===== config.mk =====
export PLATFORM = sky130hd
export DESIGN_NAME = mem_copy_engine
export DESIGN_NICKNAME = d
export VERILOG_FILES = /design/src/rtl/mem_copy_pkg.sv /design/src/rtl/mem_copy_engine.sv
export SDC_FILE = /design/constraint.sdc
export NUM_CORES = 1
export LEC_CHECK = 0
export ABC_AREA = 1
export ABC_CLOCK_PERIOD_IN_PS = 10800
export BUFFER_PORTS_ARGS = -buffer_cell sky130_fd_sc_hd__buf_2
export CELL_PAD_IN_SITES_DETAIL_PLACEMENT = 0
export CELL_PAD_IN_SITES_GLOBAL_PLACEMENT = 1
export CORE_MARGIN = 2
export CORE_UTILIZATION = 35
export DETAILED_ROUTE_END_ITERATION = 8
export PLACE_DENSITY = 0.77
export RECOVER_POWER = 25
export SLEW_MARGIN = 15
export SYNTH_ARGS = -nofsm -noshare
export SYNTH_HDL_FRONTEND = slang
export SYNTH_SLANG_ARGS = --single-unit

===== constraint.sdc =====
create_clock -name clk -period 10.8 [get_ports clk]
set_input_delay 1.08 -clock clk [delete_from_list [all_inputs] [get_ports clk]]
set_output_delay 1.08 -clock clk [all_outputs]
set_load 0.01 [all_outputs]

===== src/rtl/mem_copy_pkg.sv =====
// Shared definitions for the memory copy engine: FSM state encoding,
// default bus widths and the memory read/write strobe encoding.
package mem_copy_pkg;

   localparam int ADDR_W_DEF = 12;
   localparam int DATA_W_DEF = 32;
   localparam int LEN_W_DEF  = 13;

   // Memory read_write strobe values
   localparam logic MEM_RD = 1'b0;
   localparam logic MEM_WR = 1'b1;

   typedef enum logic [2:0] {
      IDLE,
      RD_REQ,
      RD_WAIT,
      WR,
      DONE
   } state_e;

endpackage : mem_copy_pkg


===== src/rtl/mem_copy_engine.sv =====
// Block copy master for a single-port synchronous word memory.
// Copies `length` words from src_addr to dst_addr, one read then one write
// per word, ascending, with address wrap at 2^ADDR_W.
// Optional build macro MEM_COPY_CHECKSUM_EN adds an XOR checksum output of
// every word read during the copy.
module mem_copy_engine
   import mem_copy_pkg::*;
#(
   parameter int ADDR_W   = ADDR_W_DEF,
   parameter int DATA_W   = DATA_W_DEF,
   parameter int LEN_W    = LEN_W_DEF,
   parameter int READ_LAT = 1
) (
   input  logic              clk,
   input  logic              rst_n,
   input  logic              start,
   input  logic [ADDR_W-1:0] src_addr,
   input  logic [ADDR_W-1:0] dst_addr,
   input  logic [LEN_W-1:0]  length,
   output logic              busy,
   output logic              done,
`ifdef MEM_COPY_CHECKSUM_EN
   output logic [DATA_W-1:0] checksum,
`endif
   output logic [ADDR_W-1:0] mem_address,
   output logic              mem_en,
   output logic              mem_read_write,
   output logic [DATA_W-1:0] mem_wdata,
   input  logic [DATA_W-1:0] mem_rdata
);

   localparam int WAIT_W = (READ_LAT > 1) ? $clog2(READ_LAT) : 1;
   localparam logic [WAIT_W-1:0] WAIT_LAST = WAIT_W'(READ_LAT - 1);

   state_e              state_q, state_d;
   logic [ADDR_W-1:0]   src_q, src_d;
   logic [ADDR_W-1:0]   dst_q, dst_d;
   logic [LEN_W-1:0]    len_q, len_d;
   logic [LEN_W-1:0]    idx_q, idx_d;
   logic [WAIT_W-1:0]   wait_q, wait_d;
   logic [DATA_W-1:0]   hold_q, hold_d;
   logic                busy_q, busy_d;
   logic                done_q, done_d;
   logic                en_q, en_d;
   logic                rw_q, rw_d;
   logic [ADDR_W-1:0]   addr_q, addr_d;
   logic [DATA_W-1:0]   wdata_q, wdata_d;
`ifdef MEM_COPY_CHECKSUM_EN
   logic [DATA_W-1:0]   csum_q, csum_d;
`endif

   // State, datapath and registered memory-side outputs
   always_ff @(posedge clk or negedge rst_n) begin
      if (!rst_n) begin
         state_q <= IDLE;
         src_q   <= '0;
         dst_q   <= '0;
         len_q   <= '0;
         idx_q   <= '0;
         wait_q  <= '0;
         hold_q  <= '0;
         busy_q  <= 1'b0;
         done_q  <= 1'b0;
         en_q    <= 1'b0;
         rw_q    <= MEM_RD;
         addr_q  <= '0;
         wdata_q <= '0;
      end else begin
         // NOTE: non-blocking assignments so every register samples pre-edge values.
         state_q <= state_d;
         src_q   <= src_d;
         dst_q   <= dst_d;
         len_q   <= len_d;
         idx_q   <= idx_d;
         wait_q  <= wait_d;
         hold_q  <= hold_d;
         busy_q  <= busy_d;
         done_q  <= done_d;
         en_q    <= en_d;
         rw_q    <= rw_d;
         addr_q  <= addr_d;
         wdata_q <= wdata_d;
      end
   end

`ifdef MEM_COPY_CHECKSUM_EN
   // Running XOR of captured words, held from DONE until the next start
   always_ff @(posedge clk or negedge rst_n) begin
      if (!rst_n) begin
         csum_q <= '0;
      end else begin
         csum_q <= csum_d;
      end
   end
`else
   // Checksum state is not built in this configuration
`endif

   // Next-state logic; outputs are decoded from the state being entered
   always_comb begin
      // NOTE: every target gets a default first so no path can infer a latch.
      state_d = state_q;
      src_d   = src_q;
      dst_d   = dst_q;
      len_d   = len_q;
      idx_d   = idx_q;
      wait_d  = wait_q;
      hold_d  = hold_q;
`ifdef MEM_COPY_CHECKSUM_EN
      csum_d  = csum_q;
`endif

      unique case (state_q)
         IDLE: begin
            if (start) begin
               src_d = src_addr;
               dst_d = dst_addr;
               len_d = length;
               idx_d = '0;
`ifdef MEM_COPY_CHECKSUM_EN
               csum_d = '0;
`endif
               state_d = (length == '0) ? DONE : RD_REQ;
            end
         end
         RD_REQ: begin
            wait_d  = '0;
            state_d = RD_WAIT;
         end
         RD_WAIT: begin
            if (wait_q == WAIT_LAST) begin
               hold_d = mem_rdata;
`ifdef MEM_COPY_CHECKSUM_EN
               csum_d = csum_q ^ mem_rdata;
`endif
               state_d = WR;
            end else begin
               wait_d = wait_q + WAIT_W'(1);
            end
         end
         WR: begin
            idx_d   = idx_q + LEN_W'(1);
            state_d = ((idx_q + LEN_W'(1)) == len_q) ? DONE : RD_REQ;
         end
         DONE: begin
            state_d = IDLE;
         end
         default: begin
            state_d = IDLE;
         end
      endcase

      en_d    = 1'b0;
      rw_d    = MEM_RD;
      addr_d  = addr_q;
      wdata_d = wdata_q;
      busy_d  = (state_d == RD_REQ) || (state_d == RD_WAIT) || (state_d == WR);
      done_d  = (state_d == DONE);

      if (state_d == RD_REQ) begin
         en_d   = 1'b1;
         addr_d = src_d + ADDR_W'(idx_d);
      end else if (state_d == WR) begin
         en_d    = 1'b1;
         rw_d    = MEM_WR;
         addr_d  = dst_d + ADDR_W'(idx_d);
         wdata_d = hold_d;
      end
   end

   assign busy           = busy_q;
   assign done           = done_q;
   assign mem_en         = en_q;
   assign mem_read_write = rw_q;
   assign mem_address    = addr_q;
   assign mem_wdata      = wdata_q;
`ifdef MEM_COPY_CHECKSUM_EN
   assign checksum       = csum_q;
`endif

endmodule : mem_copy_engine

==> reports/summary.txt <==
Post-Syn Area: 0.00502 sq mm
Avg Cell Area, Syn: 7.92 sq um
Antenna violations before repair: 0
DR WL/cell: 14.4 um
Clock Skew: 0.00791 ns
Full die area: 0.0153 sq mm
Tot GR Track Use: 18.7%
Nets: 830
GRT overflow: 0
GRT busiest layer: met2
Register area share after synthesis: 50.3%
Worst slew pin tran: 2.35 ns
Worst path slowest cell: dfrtp_1
Fmax: 0.204 GHz
Vias in the first global route: 4372
Routed via count: 4460
Run status: finished with violations
Ports: 120
PwrDens: 317 mW/mm^2
# hold bufs at CTS: 0
Post-synth top area cell: dfrtp_1
Worst EP arrival: 5.16 ns
CTS resizes: 0
Final core area utilization: 43.3%
Worst-case vdd ir drop: 104 uV
# fillers: 1468
Crit start category: flip-flop
GRT met3 Usage: 3.57%
Most used cell along the critical path: nand2_1
Detailed Place HPWL: 10200 um
CTS buffer count: 9
Synth Flop Type: dfrtp_1
Cell Rows: 43
Critical-path maximum fanout: 43
First-pass GRT wire length: 21900 um
Vias/cell: 4.80
Syn nets: 719
Reg2Reg Setup Slack: 5.91 ns
DRC violations left: 0
CTS tree: built
Failing checks: max-capacitance violations, max-slew violations
Worst setup EP type: flip-flop
# port buffers: 119
Clock Latency Late Sink: 0.35 ns
Multi-input gate area: 0.00220 sq mm
Drt initial violations: 218
Final Setup Violations: 0
Max clock buf depth: 2
Post-route ant nets: 0
Setup Crit Path Kind: flip-flop to flip-flop
Register area: 0.00253 sq mm
Fraction of final layout cells sized beyond drive strength 1: 18.0%
Chip Width: 124 um
Post-synth EDFFs: 0
Most frequent cells in the layout: 236 x nand2_1, 101 x dfrtp_1, 99 x buf_2
Unique masters post-synth: 34
Largest net degree at the start of global routing: 60
Clk slew on worst S/H paths: 0.07 ns
Synth top area cells: dfrtp_1 50%, nand2_1 18%, o21ai_0 6.7%
Routability Congestion: 0.846
H-tree depth: 3
Fin area: 0.00604 sq mm
Min Tclk post-route: 4.89 ns
Synth Warn #: 0
Cells after synthesis: 634
Fin Setup TNS: 0 ns
P_leak: 3.10 nW
Drt pass-1 iters: 6
# Max-Cap Violations: 1
ANT cells: 0
Die extent in y: 124 um
Clock root buffer master: clkbuf_16
Core area: 0.0139 sq mm
Cells along the critical path: nor2_1, inv_1, nor2_1, nand2_1, buf_4, inv_2, a21oi_1, nand2_4, nand2_4, nand2_1, o21ai_0, ha_1, inv_1, fa_1, nor2_1, a211oi_1, o21ai_0, a21oi_1, o21bai_1, nand2_1, nand2_1, a21oi_1, xor2_1, o21ai_0
Count of final hold-check violations: 0
Placed Area: 0.00578 sq mm
Worst Path Required: 11.07 ns
Met1 GRT Util: 27.2%
Yosys reg bits: 101
Hold Crit Class: flip-flop to flip-flop
Most common cell after layout, fill and taps aside: nand2_1
Pins Over Slew Limit: 44
CP max stage delay: 0.99 ns
Rel. slew slack: -57.0%
RSZ-0062 raised after global routing: false
Initial Util: 36.1%
Asr flop ratio synth: 100%
Routing usage on met2: 28.4%
Post-CTS setup buffers: 0
Area grow syn2layout: 20.2%
Final clock period utilization by the worst path: 45.3%
Post-synth top area share: 50.3%
WL final: 13400 um
TritonCTS Sinks: 101
==> layout make-up <==
cell class	count	share of cell area [%]
clock inverter	7	0.953
multi-input combinational	456	36.5
clock buffer	9	3.73
tap	180	3.73
sequential	101	41.8
inverter	55	3.42
timing repair buffer	122	9.82
==> synthesized netlist by cell type, types with 2 or more instances <==
| cell | instances |
|---|---|
| inv_2 | 4 |
| a21oi_1 | 10 |
| nand3b_1 | 3 |
| nand2_4 | 2 |
| nand2_2 | 3 |
| nor2_4 | 2 |
| nand3_1 | 37 |
| or2_2 | 3 |
| nand2_1 | 236 |
| and2_1 | 10 |
| nand4_1 | 4 |
| dfrtp_1 | 101 |
| o22ai_1 | 4 |
| o32ai_1 | 2 |
| nor2_1 | 28 |
| clkbuf_1 | 18 |
| ha_1 | 12 |
| o21ai_0 | 67 |
| buf_2 | 4 |
| xnor2_1 | 4 |
| inv_1 | 50 |
| xor2_1 | 9 |
| nor4_1 | 2 |
| o21ai_1 | 9 |
==> stage by stage <==
stage	hold WS, ns	power, mW	instances	setup WS, ns
floorplan	0.445	1.30	634	6.66
global placement	0.459	1.60	914	6.03
detailed placement	0.468	1.62	914	5.92
CTS	0.486	1.94	930	5.88
global route	0.522	2.11	930	5.31
finish	0.487	1.92	930	5.91
==> sequential cells by signal, indices dropped and copies added, names as in the netlist, 3 cells and up <==
name	cells
dst_q	12
idx_q	13
len_q	13
mem_address	12
mem_wdata	32
src_q	12
state_q	3
==> routing by layer <==
| metal | vias up | routed length [um] |
|---|---|---|
| li1 | 2244 | - |
| met1 | 2116 | 6650 |
| met2 | 92 | 6020 |
| met4 | 0 | 155 |
| met3 | 8 | 569 |
| met5 | - | 0 |
==> power by group <==
part | switching (mW) | internal, mW
registers | 0.111 | 0.555
logic | 0.612 | 0.327
clock network | 0.152 | 0.160
==> critical path, delay by kind of cell, from the launching register on <==
kind	cells	cell delay, ns
xor+xnor	1	0.14
fa+ha+maj	2	0.59
flops	1	0.99
buf+inv	4	0.88
simple gates	9	0.82
compound gates	8	1.36
==> cells by family (layout without fill, tap and decap cells) <==
| kind of cell | after synthesis | after routing | synth area share, % |
|---|---|---|---|
| multiplexers | 1 | 1 | 0.199 |
| buffers and inverters | 77 | 193 | 5.85 |
| XOR/XNOR | 13 | 13 | 2.27 |
| adder cells (fa/ha/maj) | 13 | 13 | 3.39 |
| AO/OA/AOI/OAI | 96 | 96 | 10.0 |
| flip-flops | 101 | 101 | 50.3 |
| AND/OR/NAND/NOR | 333 | 333 | 27.9 |
==> worst paths after layout <==
path / cells after the start / start / endpoint
worst max-delay path: 24 / state_q[0] / mem_address[10]
worst min-delay path: 2 / mem_address[5] / mem_address[5]
worst max register to register: 24 / state_q[0] / mem_address[10]
worst min register to register: 2 / mem_address[5] / mem_address[5]
max in group asynchronous: 2 / rst_n / src_q[0]
min in group asynchronous: 1 / rst_n / len_q[4]
(Power assumes the default switching activity.)
